--- src/rtl/enigma_rotor_stage_if.sv ---
// rtl/enigma_rotor_stage_if.sv - handshake and control bundle for one Enigma rotor stage
//
// Purpose: groups the character streams and rotor controls of enigma_rotor_stage.
// Signals:
//   in_valid/in_ready/in_char  upstream character handshake (code in [7:0])
//   dir                        0 = forward shift, 1 = reverse shift
//   step_in                    advance the rotor on this transfer
//   load_pos/pos_in            one-cycle position load strobe and value
//   out_valid/out_ready/out_char  downstream character handshake
//   carry_out                  this character stepped the rotor off its notch
//   position                   current rotor position
// Modports: master drives the inputs of the stage, slave is the stage itself.
interface enigma_rotor_stage_if #(
  parameter int CHAR_W = 16
);
  logic              in_valid;
  logic              in_ready;
  logic [CHAR_W-1:0] in_char;
  logic              dir;
  logic              step_in;
  logic              load_pos;
  logic [4:0]        pos_in;
  logic              out_valid;
  logic              out_ready;
  logic [CHAR_W-1:0] out_char;
  logic              carry_out;
  logic [4:0]        position;

  modport master (
    output in_valid, in_char, dir, step_in, load_pos, pos_in, out_ready,
    input  in_ready, out_valid, out_char, carry_out, position
  );

  modport slave (
    input  in_valid, in_char, dir, step_in, load_pos, pos_in, out_ready,
    output in_ready, out_valid, out_char, carry_out, position
  );
endinterface

--- src/rtl/enigma_rotor_stage.sv ---
// rtl/enigma_rotor_stage.sv - clocked Enigma rotor stage with stepping and carry
//
// Purpose: substitutes one ASCII letter per transfer by a position-dependent
// Caesar shift (case preserved), forward or reverse, with a one-entry output
// register. The rotor position steps on demand and raises carry_out when it
// leaves NOTCH so stages can be cascaded.
// Ports:
//   clk  rising-edge clock
//   rst  asynchronous active-high reset
//   bus  enigma_rotor_stage_if.slave (character handshakes, dir, step_in,
//        load_pos/pos_in, carry_out, position)
// Parameters: CHAR_W, OFFSET (wiring shift), NOTCH (carry position),
//   INIT_POS (position after reset).
// Build option: define ENIGMA_ROTOR_PASSTHRU_EN to pass non-letters through
//   unchanged; otherwise they are replaced by '?'.
module enigma_rotor_stage #(
  parameter int CHAR_W   = 16,
  parameter int OFFSET   = 1,
  parameter int NOTCH    = 25,
  parameter int INIT_POS = 0
) (
  input logic               clk,
  input logic               rst,
  enigma_rotor_stage_if.slave bus
);

  localparam logic [5:0] OFFSET_6 = 6'(OFFSET);
  localparam logic [4:0] NOTCH_5  = 5'(NOTCH);
  localparam logic [4:0] INIT_5   = 5'(INIT_POS);

  logic [4:0]        position_q, position_d;
  logic              out_valid_q, out_valid_d;
  logic [CHAR_W-1:0] out_char_q, out_char_d;
  logic              carry_q, carry_d;

  logic              in_ready;
  logic              accept;
  logic              is_upper, is_lower, is_letter;
  logic              load_ok;
  logic [4:0]        enc_pos;
  logic [5:0]        shift_sum;
  logic [4:0]        shift;
  logic [4:0]        idx;
  logic [5:0]        sel_sum;
  logic [4:0]        res;
  logic [7:0]        letter_code;
  logic [CHAR_W-1:0] enc_char;
  logic [CHAR_W-1:0] nonletter_char;
  logic              do_step;

  // Full-width compares so any set upper bit disqualifies the character.
  assign is_upper  = (bus.in_char >= CHAR_W'(65)) && (bus.in_char <= CHAR_W'(90));
  assign is_lower  = (bus.in_char >= CHAR_W'(97)) && (bus.in_char <= CHAR_W'(122));
  assign is_letter = is_upper || is_lower;

`ifdef ENIGMA_ROTOR_PASSTHRU_EN
  assign nonletter_char = bus.in_char;
`else
  assign nonletter_char = CHAR_W'(63);
`endif

  always_comb begin
    in_ready    = !out_valid_q || bus.out_ready;
    accept      = bus.in_valid && in_ready;
    load_ok     = bus.load_pos && (bus.pos_in <= 5'd25);

    // A valid load in the same cycle encodes the character with the new position.
    enc_pos     = load_ok ? bus.pos_in : position_q;
    shift_sum   = {1'b0, enc_pos} + OFFSET_6;
    shift       = (shift_sum >= 6'd26) ? 5'(shift_sum - 6'd26) : shift_sum[4:0];

    // 'A' and 'a' both have low five bits 00001, so one subtraction serves both cases.
    idx         = bus.in_char[4:0] - 5'd1;
    sel_sum     = bus.dir ? ({1'b0, idx} + 6'd26 - {1'b0, shift})
                          : ({1'b0, idx} + {1'b0, shift});
    res         = (sel_sum >= 6'd26) ? 5'(sel_sum - 6'd26) : sel_sum[4:0];
    letter_code = (is_lower ? 8'd97 : 8'd65) + {3'b000, res};
    enc_char    = is_letter ? CHAR_W'(letter_code) : nonletter_char;

    // Any load strobe takes priority over stepping, even an out-of-range one.
    do_step     = accept && is_letter && bus.step_in && !bus.load_pos;

    position_d  = position_q;
    if (load_ok) begin
      position_d = bus.pos_in;
    end else if (do_step) begin
      position_d = (position_q == 5'd25) ? 5'd0 : position_q + 5'd1;
    end

    out_valid_d = out_valid_q;
    out_char_d  = out_char_q;
    carry_d     = carry_q;
    if (accept) begin
      out_valid_d = 1'b1;
      out_char_d  = enc_char;
      carry_d     = do_step && (position_q == NOTCH_5);
    end else if (bus.out_ready) begin
      out_valid_d = 1'b0;
    end
  end

  always_ff @(posedge clk or posedge rst) begin
    if (rst) begin
      position_q  <= INIT_5;
      out_valid_q <= 1'b0;
      out_char_q  <= '0;
      carry_q     <= 1'b0;
    end else begin
      position_q  <= position_d;
      out_valid_q <= out_valid_d;
      out_char_q  <= out_char_d;
      carry_q     <= carry_d;
    end
  end

  assign bus.in_ready  = in_ready;
  assign bus.out_valid = out_valid_q;
  assign bus.out_char  = out_char_q;
  assign bus.carry_out = carry_q;
  assign bus.position  = position_q;

endmodule

--- src/flat_wrapper.sv ---
// flat-port wrapper written by rule: the top's interface ports become plain ports
module enigma_rotor_stage_flat 
#(
  parameter int CHAR_W   = 16,
  parameter int OFFSET   = 1,
  parameter int NOTCH    = 25,
  parameter int INIT_POS = 0
)
  (clk, rst, bus_in_valid, bus_in_char, bus_dir, bus_step_in, bus_load_pos, bus_pos_in, bus_out_ready, bus_in_ready, bus_out_valid, bus_out_char, bus_carry_out, bus_position);
  enigma_rotor_stage_if #(.CHAR_W(CHAR_W)) bus_i ();
  input logic clk;
  input logic rst;
  input wire logic [$bits(bus_i.in_valid)-1:0] bus_in_valid;
  input wire logic [$bits(bus_i.in_char)-1:0] bus_in_char;
  input wire logic [$bits(bus_i.dir)-1:0] bus_dir;
  input wire logic [$bits(bus_i.step_in)-1:0] bus_step_in;
  input wire logic [$bits(bus_i.load_pos)-1:0] bus_load_pos;
  input wire logic [$bits(bus_i.pos_in)-1:0] bus_pos_in;
  input wire logic [$bits(bus_i.out_ready)-1:0] bus_out_ready;
  output wire logic [$bits(bus_i.in_ready)-1:0] bus_in_ready;
  output wire logic [$bits(bus_i.out_valid)-1:0] bus_out_valid;
  output wire logic [$bits(bus_i.out_char)-1:0] bus_out_char;
  output wire logic [$bits(bus_i.carry_out)-1:0] bus_carry_out;
  output wire logic [$bits(bus_i.position)-1:0] bus_position;
  assign bus_i.in_valid = bus_in_valid;
  assign bus_i.in_char = bus_in_char;
  assign bus_i.dir = bus_dir;
  assign bus_i.step_in = bus_step_in;
  assign bus_i.load_pos = bus_load_pos;
  assign bus_i.pos_in = bus_pos_in;
  assign bus_i.out_ready = bus_out_ready;
  assign bus_in_ready = bus_i.in_ready;
  assign bus_out_valid = bus_i.out_valid;
  assign bus_out_char = bus_i.out_char;
  assign bus_carry_out = bus_i.carry_out;
  assign bus_position = bus_i.position;
  enigma_rotor_stage #(.CHAR_W(CHAR_W), .OFFSET(OFFSET), .NOTCH(NOTCH), .INIT_POS(INIT_POS)) u_core (.clk(clk), .rst(rst), .bus(bus_i));
endmodule
--- config.mk ---
export PLATFORM = sky130hd
export DESIGN_NAME = enigma_rotor_stage_flat
export DESIGN_NICKNAME = d
export VERILOG_FILES = /design/src/rtl/enigma_rotor_stage_if.sv /design/src/rtl/enigma_rotor_stage.sv /design/src/flat_wrapper.sv
export SDC_FILE = /design/constraint.sdc
export NUM_CORES = 1
export LEC_CHECK = 0
export ABC_AREA = 1
export BUFFER_PORTS_ARGS = -buffer_cell sky130_fd_sc_hd__buf_2
export CORE_MARGIN = 3
export CORE_UTILIZATION = 45
export DETAILED_ROUTE_END_ITERATION = 10
export GPL_ROUTABILITY_DRIVEN = 1
export PLACE_DENSITY = 0.7
export SLEW_MARGIN = 20
export SYNTH_ARGS = -nofsm -noshare
export SYNTH_HDL_FRONTEND = slang
export SYNTH_SLANG_ARGS = --single-unit
--- constraint.sdc ---
create_clock -name clk -period 11.9 [get_ports clk]
set_input_delay 1.785 -clock clk [delete_from_list [all_inputs] [get_ports clk]]
set_output_delay 1.785 -clock clk [all_outputs]
set_load 0.02 [all_outputs]
After elaboration in Yosys (flattened, before gate mapping)
Index checks and enable logic that the tools add are counted.
{ "totals": {"out_inout_bits": 24, "register_bits": 23, "word_cells": 46, "inputBits": 28} }
{ "op_classes": {"eq_ne": 1, "add_sub_neg": 9, "n_mux": 11, "n_lt_le_gt_ge": 7, "reduce_logical": 14} }
{ "ops": {"columns": ["op", "n"], "rows": [
  ["$ge A16 B7 Y1 const B", 2],
  ["$le A16 B7 Y1 const B", 2],
  ["$mux W5", 6],
  ["$ge A6 B5 Y1 const B", 2],
  ["$mux W6", 2],
  ["$sub A5 B5 Y5 const B", 2],
  ["$add A8 B5 Y8", 1],
  ["$logic_and A1 B1 Y1", 8],
  ["$mux W8", 1],
  ["$add A5 B1 Y6 const B", 1],
  ["$add A5 B5 Y6", 1],
  ["$add A5 B5 Y6 const B", 1],
  ["$sub A6 B5 Y6", 1],
  ["$add A5 B1 Y5 const B", 1],
  ["$eq A5 B5 Y1 const B", 1],
  ["$le A5 B5 Y1 const B", 1],
  ["$sub A5 B1 Y5 const B", 1],
  ["$reduce_bool A2 Y1", 2],
  ["$logic_not A1 Y1", 2],
  ["$logic_or A1 B1 Y1", 2],
  ["$mux W1", 2]
]} }

Logic depth before layout (Yosys ltp)
Gate-level depths: netlist of run 1.
{ "logic_depth": {"ltp_word": 12, "depth_mapped": 33, "ltp_nobuf": 32} }

Worst setup path before layout of run 1
OpenSTA, ideal clock, no wires.
{ "synth_path": {"kind": "input port to flip-flop", "start": "input port bus_pos_in[1]", "end": "register u_core.out_char_q[2], in the netlist u_core.bus.out_char[2]", "arrival_ns": 5.259, "path_slack_ns": 6.521, "path_stages": 23, "setup_time_ns": 0.119, "path_buffers": 1, "required_ns": 11.781, "cell_sequence": "o211ai_2 > nand2_2 > buf_6 > nand2_1 > o21a_1 > nor2_2 > nor2_1 > clkinv_1 > nand2_4 > xor2_1 > ha_1 > ha_1 > inv_1 > fa_1 > o211ai_1 > nand3_1 > o21ai_1 > nand2_1 > and2_1 > ha_1 > xnor2_1 > o22ai_1 > inv_1"} }
{ "synth_between": {"elab_chain_len": 12, "word_cells_on_any_way": 15, "classes_between": "add/sub (6); order compare (3); mux (5); reduce/logical (1)"} }
{ "synth_rtl": {"columns": ["element", "line_no", "rtl"], "rows": [
  ["start: declaration", "flat_wrapper.sv:18", "input wire logic [$bits(bus_i.pos_in)-1:0] bus_pos_in;"],
  ["$le A5 B5 Y1", "enigma_rotor_stage.sv:65", "load_ok = bus.load_pos && (bus.pos_in <= 5'd25);"],
  ["$logic_and A1 B1 Y1", "enigma_rotor_stage.sv:65", null],
  ["$mux W5 *", "enigma_rotor_stage.sv:68", "enc_pos = load_ok ? bus.pos_in : position_q;"],
  ["$add A5 B1 Y6 *", "enigma_rotor_stage.sv:69", "shift_sum = {1'b0, enc_pos} + OFFSET_6;"],
  ["$sub A5 B5 Y5 or $ge A6 B5 Y1 (tied branches)", "enigma_rotor_stage.sv:70", "shift = (shift_sum >= 6'd26) ? 5'(shift_sum - 6'd26) : shift_sum[4:0];"],
  ["$mux W5 *", "enigma_rotor_stage.sv:70", null],
  ["$sub A6 B5 Y6 or $add A5 B5 Y6 (tied branches)", "enigma_rotor_stage.sv:74, enigma_rotor_stage.sv:75", null],
  ["$mux W6 *", "enigma_rotor_stage.sv:74", "sel_sum = bus.dir ? ({1'b0, idx} + 6'd26 - {1'b0, shift})"],
  ["$sub A5 B5 Y5 or $ge A6 B5 Y1 (tied branches)", "enigma_rotor_stage.sv:76", "res = (sel_sum >= 6'd26) ? 5'(sel_sum - 6'd26) : sel_sum[4:0];"],
  ["$mux W5 *", "enigma_rotor_stage.sv:76", null],
  ["$add A8 B5 Y8 *", "enigma_rotor_stage.sv:77", "letter_code = (is_lower ? 8'd97 : 8'd65) + {3'b000, res};"],
  ["$mux W8 *", "enigma_rotor_stage.sv:78", "enc_char = is_letter ? CHAR_W'(letter_code) : nonletter_char;"],
  ["end signal: assignment", "enigma_rotor_stage.sv:111", "out_char_q <= out_char_d;"],
  ["end: declaration", "enigma_rotor_stage.sv:33", "logic [CHAR_W-1:0] out_char_q, out_char_d;"]
]} }
Mark *: on every way between the ends. The rest lies on a longest branch, timed or not.
A chain may end at the register's enable or synchronous reset.

Worst setup path after layout of run 1
Ends and elaborated chain as after synthesis.

==> results of run 1 <==
worst register-to-register path: cells and delay by family (launching register included):
family / cells / cell delay, ps
compound gates: 4 / 710
xor+xnor: 2 / 430
fa+ha+maj: 4 / 1190
buf+inv: 4 / 360
flops: 1 / 420
simple gates: 9 / 880
logic make-up (layout without fill, tap and decap cells):
logic type,count (synthesis),count (layout),synth area share
simple gates,147,147,0.337
buf+inv,66,103,0.143
compound gates,39,39,0.130
fa+ha+maj,24,24,0.157
flops,15,15,0.187
xor+xnor,10,10,0.0436
other cells,1,8,0.00187
per-layer routing:
metal,share of wire,vias up
li1,-,1043
met1,0.47,854
met2,0.47,54
met3,0.046,10
met4,0.021,0
met5,0,-
power breakdown:
part	total (W)	switching [W]	internal [W]
Clock	0.0000413	0.0000176	0.0000237
Sequential	0.0000597	0.00000492	0.0000548
Combinational	0.000242	0.000152	0.0000905
Total	0.000344	0.000175	0.000169
metrics by stage:
step / utilization / std cells / hold WS [ps] / cell area (sq um)
2_1_floorplan: - / 309 / 590 / 2030
3_3_place_gp: 0.540 / 392 / 463 / 2240
3_5_place_dp: 0.540 / 392 / 472 / 2240
4_1_cts: 0.550 / 396 / 489 / 2280
5_1_grt: 0.550 / 396 / 516 / 2280
6_report: 0.550 / 396 / 483 / 2280
Yosys cell counts:
| master | n |
|---|---|
| nor4_1 | 1 |
| inv_4 | 1 |
| nand3b_1 | 3 |
| clkinv_1 | 1 |
| o211ai_2 | 1 |
| dfrtp_1 | 15 |
| o22a_1 | 1 |
| o211ai_1 | 1 |
| conb_1 | 1 |
| or2_2 | 2 |
| o21ai_1 | 3 |
| o2111ai_1 | 1 |
| nand2_2 | 6 |
| and2_1 | 1 |
| nand3_1 | 32 |
| o31ai_4 | 1 |
| o21ai_0 | 13 |
| nand2_4 | 1 |
| ha_1 | 22 |
| buf_4 | 8 |
| nand2_1 | 64 |
| nor2_1 | 25 |
| a21oi_1 | 6 |
| o22ai_1 | 2 |
| a31oi_1 | 1 |
| xor2_1 | 6 |
| o31ai_1 | 2 |
| xnor2_1 | 4 |
| nand3b_2 | 1 |
| o21ai_2 | 5 |
| o21bai_1 | 1 |
| and3_1 | 1 |
| nor2_4 | 1 |
| inv_2 | 5 |
| nand4_1 | 6 |
| clkbuf_1 | 1 |
| inv_1 | 49 |
| fa_1 | 2 |
| buf_6 | 1 |
| nor2_2 | 3 |
| o21a_1 | 1 |
registers in the layout, indices dropped and copies added (netlist names):
| signal | cells |
|---|---|
| u_core.bus.out_char | 8 |
| u_core.bus.position | 5 |
| u_core.bus.carry_out | 1 |
| u_core.bus.out_valid | 1 |
cell type report:
type | instances | area share
clock buffers | 4 | 0.0197
inverters | 56 | 0.0933
multi-input cells | 228 | 0.601
flip-flops and latches | 15 | 0.165
well taps | 50 | 0.0274
repair buffers | 43 | 0.0943
worst max-delay path by stage:
stage	endpoint	slack, ps
after floorplan	u_core.bus.out_char[2]	6520
after global placement	u_core.bus.out_char[2]	6010
after detailed placement	u_core.bus.out_char[2]	5860
after CTS	u_core.bus.out_char[2]	6120
after global routing	u_core.bus.out_char[2]	5690
final	u_core.bus.out_char[2]	6170
==> flow_summary_export.csv, run 1 <==
group,metric,value,unit
worst_setup_path,slowest_stage,"fa_1",
clock_network,cts_resized,0,
worst_setup_path,worst_setup_path_start_kind,"input port",
timing,finalHoldViolCount,0,
worst_setup_path,cpPeakStageDelay,420,ps
synthesis,synth.avg_cell_area,6.65,sq um
job,maxCapViolCount,0,
routing,drtAntennaViolNets,0,
placement,portBuffers,43,
min_path,hp-start,"u_core.bus.out_char[7]",
timing,relSlewSlack,0.631,
cells_and_area,n_antenna_cell,0,
grt,grt-busiest-layer,"met2",
run_status,status,"finished, final reports clean",
grt,met2_usage,0.278,
worst_setup_path,path_cells,"buf_2, o211ai_2, nand2_2, o21ai_2, nor2_4, nand2_2, nor2_2, nor2_1, clkinv_1, nand2_4, xor2_1, ha_1, ha_1, inv_1, fa_1, o211ai_1, nand3_1, o21ai_1, nand2_1, and2_1, ha_1, xnor2_1, o22ai_1, inv_1",
min_path,hp-class,"reg -> reg",
synthesis,synth_area,2010,sq um
routing,viasPerCell,4.95,
routing,finalWirelength,4160,um
floorplan,rows,23,
timing,fin_crit_sh,0.481,
floorplan,die_x,72.8,um
clock_network,cts_sinks,15,
clock_network,hold_buffers,0,
worst_setup_path,critPathBufInv,4,
routing,drc,0,
cells_and_area,final_layout_size_suffix_gt1_frac,0.211,
cells_and_area,layout_commonest_cell,"nand2_1",
power_and_ir_drop,totalPowerFinal,0.000344,W
timing,rsz0062_at_grt,"false",
timing,setup_viol,0,
worst_setup_path,critPathCaptureType,"register",
floorplan,die_area,5300,sq um
timing,slew_violations,0,
clock_network,post_cts_buffers,0,
worst_setup_path,critPathMaxFanout,13,
worst_setup_path,critPathLaunch,"bus_pos_in[1]",
worst_setup_path,worstSetupPathDepth,24,
worst_setup_path,r2r_slack,7810,ps
synthesis,yosysSeqAreaShare,0.187,
worst_setup_path,worstPathArrival,5870,ps
clock_network,cts.path.max_buffers,2,
timing,worstMarginPinSlew,553,ps
cells_and_area,register_area,375,sq um
power_and_ir_drop,vdd_drop_max,0.0000524,V
timing,fmax,175,MHz
floorplan,ios,52,
worst_setup_path,cp.required,12040,ps
power_and_ir_drop,p_leak,1.25,nW
clock_network,clockRootBuffer,"clkbuf_8",
synthesis,ys_ff_latch,15,
worst_setup_path,crit_top_cell,"ha_1",
floorplan,die_h,72.8,um
grt,grt_first_pass_wirelength,7250,um
synthesis,yosysUniqueCellTypes,41,
worst_setup_path,r2r_start,"u_core.bus.position[0]",
grt,antenna_found_initial,0,
grt,grt_pass1_vias,1792,
clock_network,clk_pin_slew,60,ps
min_path,hold_path_depth,2,
routing,firstDrtPassIters,4,
worst_setup_path,r2r-end,"u_core.bus.out_char[2]",
worst_setup_path,cp_top_family,"adder cells",
grt,use_met3,0.0262,
timing,tns,0,ps
worst_setup_path,r2r_cells,23,
grt,grt_max_degree,16,
timing,finalCriticalPeriod,5730,ps
routing,wl_per_cell,10.5,um
cells_and_area,syn2layout_area_growth,13.7,%
synthesis,syn_inst,302,
timing,setup_slack,6170,ps
floorplan,start_util,0.484,
synthesis,yosys_warnings,0,
clock_network,cts_tree,"yes",
grt,use_met1,0.224,
floorplan,fp.coreArea,4140,sq um
clock_network,cts_buffers,3,
placement,finalWeightedCongestion,0.875,
placement,dp_slack,5860,ps
worst_setup_path,path_class,"in -> reg",
power_and_ir_drop,powerDensity,151,nW/um^2
placement,hpwl,3630,um
synthesis,synth_top_area_frac,0.187,
routing,vias,1961,
timing,fin_skew,2.66,ps
min_path,whs_endpoint,"u_core.bus.out_char[7]",
grt,grt_overflow,0,
grt,track_usage,0.168,
clock_network,clkLatencyLatePin,250,ps
routing,first_iter_violations,75,
cells_and_area,nets,399,
clock_network,htreeDepth,1,
synthesis,synth_area_leader_cell,"dfrtp_1",
cells_and_area,layout_common_cells,"nand2_1 (64), inv_1 (49), buf_2 (43)",
cells_and_area,multiInputGateArea,1370,sq um
cells_and_area,fill_cells,417,
synthesis,synthTopCellsByArea,"dfrtp_1 (19%), ha_1 (14%), nand2_1 (12%)",
Note: power is estimated with default switching activity, not from simulation.
==> run 2: changes to the inputs <==
--- a/config.mk
+++ b/config.mk
@@ -5,7 +5,7 @@
 export SDC_FILE = /design/constraint.sdc
 export NUM_CORES = 1
 export LEC_CHECK = 0
-export ABC_AREA = 1
+export ABC_AREA = 0
 export BUFFER_PORTS_ARGS = -buffer_cell sky130_fd_sc_hd__buf_2
 export CORE_MARGIN = 3
 export CORE_UTILIZATION = 45
==> constraint.sdc (replaced) <==
create_clock -name clk -period 5.33 [get_ports clk]
set_input_delay 0.7995 -clock clk [delete_from_list [all_inputs] [get_ports clk]]
set_output_delay 0.7995 -clock clk [all_outputs]
set_load 0.02 [all_outputs]
==> run 2 against run 1 <==
  * Count of clock-buffer cells in the layout shrank 1
  * Die area decreased by 2.3%
  * Synthesized cell count decreased by 20%
  * First-iteration DRC count down 24%
  * Largest power group unchanged
  * Clock skew is 2.6 ps higher
  * Largest cell class unchanged
  * Critical path type unchanged
  * Core utilization increased by 1.4 points
  * Combinational power is 110% higher
  * Critical endpoint is now u_core.bus.out_char[4]
  * Worst hold slack got worse by 5.3 ps
  * Total power up 110%
  * Clock power up 120%
==> flow_summary_export.csv, run 2 <==
group,metric,value,unit
timing,slew_violations,0,
timing,fmax,204,MHz
placement,hpwl,3560,um
floorplan,die_x,71.9,um
synthesis,synth_area,1960,sq um
synthesis,ys_ff_latch,15,
placement,finalWeightedCongestion,0.896,
clock_network,cts_tree,"yes",
timing,worstMarginPinSlew,556,ps
synthesis,ys.flop_type,"dfrtp_1",
clock_network,cts.path.max_buffers,2,
floorplan,fp.coreArea,4090,sq um
grt,use_met3,0.00970,
synthesis,ys_top_cells_by_count,"ha_1 (22), inv_1 (22), nor2_1 (22), a21oi_1 (19), nand2_1 (18)",
power_and_ir_drop,vdd_drop_max,0.000148,V
cells_and_area,syn2layout_area_growth,17.8,%
cells_and_area,layout_commonest_cell,"buf_2",
worst_setup_path,critPathCaptureType,"register",
worst_setup_path,worst_setup_path_start_kind,"input port",
routing,viasPerCell,5.37,
synthesis,synth_area_leader_cell,"dfrtp_1",
timing,fin_skew,5.25,ps
job,maxCapViolCount,0,
clock_network,cts_sinks,15,
synthesis,syn_inst,243,
clock_network,clockRootBuffer,"clkbuf_8",
grt,met2_usage,0.262,
routing,finalWirelength,4230,um
worst_setup_path,critPathMaxFanout,6,
synthesis,synth_top_area_frac,0.192,
routing,drc,0,
floorplan,ios,52,
clock_network,clkLatencyLatePin,250,ps
run_status,status,"finished, final reports clean",
clock_network,clk_pin_slew,60,ps
cells_and_area,nets,347,
floorplan,start_util,0.479,
grt,grt_overflow,0,
routing,drtAntennaViolNets,0,
cells_and_area,layout_common_cells,"buf_2 (43), inv_1 (22), ha_1 (22)",
cells_and_area,finalInstanceArea,2300,sq um
cells_and_area,n_antenna_cell,0,
routing,firstDrtPassIters,4,
timing,finalCriticalPeriod,4890,ps
timing,setup_viol,0,
cells_and_area,final_layout_size_suffix_gt1_frac,0.238,
routing,vias,1846,
grt,use_met1,0.237,
timing,setup_slack,440,ps
power_and_ir_drop,powerDensity,313,nW/um^2
timing,finalHoldViolCount,0,
grt,track_usage,0.163,
worst_setup_path,worstPathArrival,5070,ps
cells_and_area,largest_reg_flops,8,
min_path,hp-class,"reg -> reg",
grt,antenna_found_initial,0,
grt,grt-busiest-layer,"met2",
floorplan,rows,23,
timing,relSlewSlack,0.629,
clock_network,htreeDepth,1,
floorplan,die_area,5180,sq um
timing,fin_crit_sh,0.917,
worst_setup_path,cp.required,5510,ps
synthesis,synthTopCellsByArea,"dfrtp_1 (19%), ha_1 (14%), a21oi_1 (4.9%)",
floorplan,die_h,71.9,um
worst_setup_path,path_class,"in -> reg",
grt,grt_first_pass_wirelength,6910,um
placement,dp_slack,55.9,ps
worst_setup_path,r2r_slack,940,ps
synthesis,synth.avg_cell_area,8.05,sq um
synthesis,yosysSeqAreaShare,0.192,
clock_network,hold_buffers,0,
synthesis,yosysUniqueCellTypes,53,
grt,grt_max_degree,17,
synthesis,synth_edf_count,0,
clock_network,cts_buffers,3,
routing,wl_per_cell,12.3,um
synthesis,synthArstFlopShare,1.00,
power_and_ir_drop,p_leak,1.08,nW
timing,finalHoldWorstSlack,477,ps
routing,first_iter_violations,57,
synthesis,yosys_warnings,0,
grt,grt_pass1_vias,1575,
placement,dpl_cell_area,2230,sq um
placement,portBuffers,43,
[run 2: changes by cell type in the layout (fill, tap and decap cells not counted), moves of 4 or more]
cell      before  now
nand2_1       64   18
inv_2          5    0
inv_1         49   22
nand3_1       32    7
nor2_1        25   21
buf_4          0    9
nand2b_1       0    8
nor3_1         0    8
mux2i_1        0    6
o21ai_2        5    0
nand4_1        6    1
nand2_2        6    0
a21oi_1        6   19
[run 2: final cells by class]
cell class              instances  area (sq um)
fillers                       399          1780
multi-input cells             201          1460
flip-flops and latches         15           375
repair buffers                 52           283
inverters                      22          82.6
well taps                      50          62.6
clock buffers                   3          41.3
clock inverters                 1          5.00
[run 2: report_power, final]
| part | switching [W] | internal [W] | total (W) |
|---|---|---|---|
| clock | 0.0000409 | 0.0000518 | 0.0000927 |
| sequential | 0.00000989 | 0.000121 | 0.000130 |
| combinational | 0.000277 | 0.000221 | 0.000498 |
[run 2: routing by layer]
metal,share of wire,vias to the layer above
met4,0.012,0
met5,0,-
met3,0.030,5
li1,-,955
met1,0.49,855
met2,0.47,31
[run 2: kinds of logic after synthesis]
kind of cell | share of synthesized area
AO/OA/AOI/OAI | 0.212
XOR/XNOR | 0.0492
adder cells (fa/ha/maj) | 0.161
buffers and inverters | 0.0844
flip-flops | 0.192
multiplexers | 0.0358
other | 0.00192
AND/OR/NAND/NOR | 0.263
[run 2: worst max-delay path: stages]
cell and delay (ps):
buf_2 120, nor2_1 90, o21ai_1 120, buf_4 170
o22ai_1 240, nor3_1 100, nand2b_1 150, ha_1 190
nor2_1 160, o21ai_0 110, a21oi_1 140, o21ai_0 130
ha_1 360, ha_1 360, a21oi_1 190, and4b_1 260
nor4_4 60, buf_4 170, a32oi_2 300, xor2_1 190
ha_1 220, o2111ai_1 130, xnor2_1 150, a21oi_1 150
[run 2: worst paths after layout]
kind	start	endpoint	cells past startpoint
max in group asynchronous	rst	u_core.bus.position[3]	2
hold / removal	u_core.bus.carry_out	u_core.bus.carry_out	2
hold reg to reg	u_core.bus.carry_out	u_core.bus.carry_out	2
min in group asynchronous	rst	u_core.bus.out_valid	2
setup / recovery	bus_pos_in[1]	u_core.bus.out_char[4]	24
setup reg to reg	u_core.bus.position[0]	u_core.bus.out_char[4]	21
[run 2: repair_timing]
item	CTS	global route
endpoints found under the hold margin	0	0
buffers inserted	0	2
gates resized for setup	0	4
endpoints found under the setup margin	0	4
[run 2: stage by stage]
step / utilization / instances / power [W] / setup TNS, ps
after floorplan: - / 250 / 0.000508 / 0
after global placement: 0.546 / 338 / 0.000598 / 0
after detailed placement: 0.546 / 338 / 0.000602 / 0
after CTS: 0.557 / 342 / 0.000698 / 0
after global routing: 0.564 / 344 / 0.000786 / -13.2
final: 0.564 / 344 / 0.000721 / 0
==> run 3: changes to the inputs <==
--- a/config.mk
+++ b/config.mk
@@ -7,11 +7,14 @@
 export LEC_CHECK = 0
 export ABC_AREA = 0
 export BUFFER_PORTS_ARGS = -buffer_cell sky130_fd_sc_hd__buf_2
+export CELL_PAD_IN_SITES_DETAIL_PLACEMENT = 1
+export CELL_PAD_IN_SITES_GLOBAL_PLACEMENT = 2
 export CORE_MARGIN = 3
-export CORE_UTILIZATION = 45
+export CORE_UTILIZATION = 30
+export CTS_CLUSTER_DIAMETER = 200
 export DETAILED_ROUTE_END_ITERATION = 10
 export GPL_ROUTABILITY_DRIVEN = 1
-export PLACE_DENSITY = 0.7
+export PLACE_DENSITY_LB_ADDON = 0.1
 export SLEW_MARGIN = 20
 export SYNTH_ARGS = -nofsm -noshare
 export SYNTH_HDL_FRONTEND = slang
==> constraint.sdc (replaced) <==
create_clock -name clk -period 5.33 [get_ports clk]
set_input_delay 0.2665 -clock clk [delete_from_list [all_inputs] [get_ports clk]]
set_output_delay 0.2665 -clock clk [all_outputs]
set_load 0.02 [all_outputs]
==> run 3 against run 2 <==
  * Maximum frequency grew 5.0%
  * Critical path depth shrank 1
  * Largest power group unchanged
  * Cell count grew 5.8%
  * Count of clock-buffer cells in the layout grew 1
  * Clock power shrank 5.0%
  * Design area shrank 0.87%
  * Non-clock buffer count shrank 5
  * Worst hold slack lost 400 ps
  * Clock skew shrank 2.6 ps
  * Sequential share of layout area grew 0.14 points
  * Setup slack gained 230 ps
  * Total power shrank 1.9%
==> flow_summary_export.csv, run 3 (same netlist as run 2, synthesis figures left out) <==
group,metric,value,unit
power_and_ir_drop,vdd_drop_max,0.000159,V
worst_setup_path,path_class,"in -> reg",
power_and_ir_drop,powerDensity,309,nW/um^2
floorplan,start_util,0.319,
cells_and_area,n_antenna_cell,0,
routing,firstDrtPassIters,3,
cells_and_area,largest_reg_flops,8,
worst_setup_path,worst_setup_path_start_kind,"input port",
timing,finalHoldWorstSlack,73.4,ps
grt,grt_first_pass_wirelength,8490,um
floorplan,die_x,86.8,um
worst_setup_path,r2r_cells,19,
timing,rsz0062_at_grt,"false",
cells_and_area,syn2layout_area_growth,16.8,%
timing,fmax,215,MHz
routing,wl_per_cell,14.0,um
min_path,hp-class,"in -> async",
routing,first_iter_violations,43,
cells_and_area,multiInputGateArea,1440,sq um
cells_and_area,final_layout_size_suffix_gt1_frac,0.211,
clock_network,clkLatencyLatePin,240,ps
clock_network,post_cts_buffers,0,
timing,finalHoldViolCount,0,
routing,drc,0,
clock_network,cts_tree,"yes",
timing,setup_slack,673,ps
floorplan,rows,28,
worst_setup_path,worstPathArrival,4770,ps
timing,relSlewSlack,0.628,
placement,finalWeightedCongestion,0.829,
clock_network,hold_buffers,0,
routing,drtAntennaViolNets,0,
worst_setup_path,r2r_slack,690,ps
cells_and_area,fill_cells,770,
worst_setup_path,cp.required,5450,ps
job,maxCapViolCount,0,
placement,dp_slack,422,ps
routing,viasPerCell,5.04,
cells_and_area,layout_commonest_cell,"buf_2",
routing,vias,1834,
timing,fin_skew,2.66,ps
grt,track_usage,0.137,
floorplan,die_area,7530,sq um
clock_network,cts_resized,0,
clock_network,cts_buffers,3,
timing,finalCriticalPeriod,4660,ps
timing,setup_viol,0,
cells_and_area,register_area,375,sq um
worst_setup_path,critPathCaptureType,"register",
clock_network,clockRootBuffer,"clkbuf_8",
grt,grt_pass1_vias,1770,
timing,worstMarginPinSlew,557,ps
placement,hpwl,4370,um
floorplan,die_h,86.8,um
run_status,status,"finished, final reports clean",
worst_setup_path,r2r-end,"u_core.bus.out_char[4]",
routing,finalWirelength,5090,um
clock_network,htreeDepth,1,
clock_network,clk_pin_slew,60,ps
grt,grt_max_degree,17,
grt,antenna_found_initial,0,
floorplan,ios,52,
worst_setup_path,critPathMaxFanout,11,
placement,portBuffers,43,
worst_setup_path,r2r_start,"u_core.bus.position[1]",
cells_and_area,nets,342,
cells_and_area,layout_common_cells,"buf_2 (43), nor2_1 (22), inv_1 (22), ha_1 (22), a21oi_1 (19)",
timing,tns,0,ps
power_and_ir_drop,totalPowerFinal,0.000707,W
floorplan,fp.coreArea,6130,sq um
grt,grt_overflow,0,
timing,fin_crit_sh,0.874,
clock_network,cts.path.max_buffers,2,
clock_network,cts_sinks,15,
power_and_ir_drop,p_leak,1.05,nW
timing,slew_violations,0,
==> run 3: worst max-delay path by stage <==
stage,from,to,slack (ps)
after floorplan,bus_pos_in[3],u_core.bus.out_char[4],880
after global placement,bus_pos_in[1],u_core.bus.out_char[4],560
after detailed placement,bus_pos_in[1],u_core.bus.out_char[4],420
after CTS,bus_pos_in[1],u_core.bus.out_char[4],650
after global routing,bus_pos_in[1],u_core.bus.out_char[4],60
final,bus_pos_in[1],u_core.bus.out_char[4],670
==> run 3: per-stage QoR <==
| stage | instances | area (sq um) | utilization |
|---|---|---|---|
| after global routing | 364 | 2280 | 0.373 |
| after global placement | 360 | 2240 | 0.365 |
| after CTS | 364 | 2280 | 0.373 |
| final | 364 | 2280 | 0.373 |
| after detailed placement | 360 | 2240 | 0.365 |
| after floorplan | 250 | 1980 | - |
==> run 3: power by group <==
group | total (W) | leakage [nW] | switching, W | internal, W
logic | 0.000488 | 0.862 | 0.000285 | 0.000203
clock network | 0.0000881 | 0.0228 | 0.0000354 | 0.0000527
registers | 0.000131 | 0.166 | 0.00000991 | 0.000121
==> run 3: area by class of cell <==
class,instances,share of cell area
multi-input cells,201,0.631
flip-flops and latches,15,0.164
repair buffers,47,0.107
well taps,75,0.0411
inverters,22,0.0361
clock buffers,4,0.0197
==> run 3: worst max-delay path: stages <==
cell and delay (ps):
buf_2 120, nor2_1 90, o21ai_0 80, buf_4 180, o22ai_1 450, nor3_1 180, nand2b_1 180, ha_1 190
nor2_1 160, o21ai_0 110, a21oi_1 140, o21ai_0 110, ha_1 360, ha_1 360, a21oi_1 210, a21oi_1 130
nor4_4 400, a32oi_2 240, xor2_1 190, ha_1 230, o2111ai_1 140, xnor2_1 180, a21oi_1 80
==> run 3: per-layer routing <==
metal  GRT usage  share of wire  vias up
met5           0              0        -
met4      0.0255         0.0071        0
met3      0.0143          0.028        4
met2       0.227           0.47       21
met1       0.193           0.50      864
li1            -              -      945
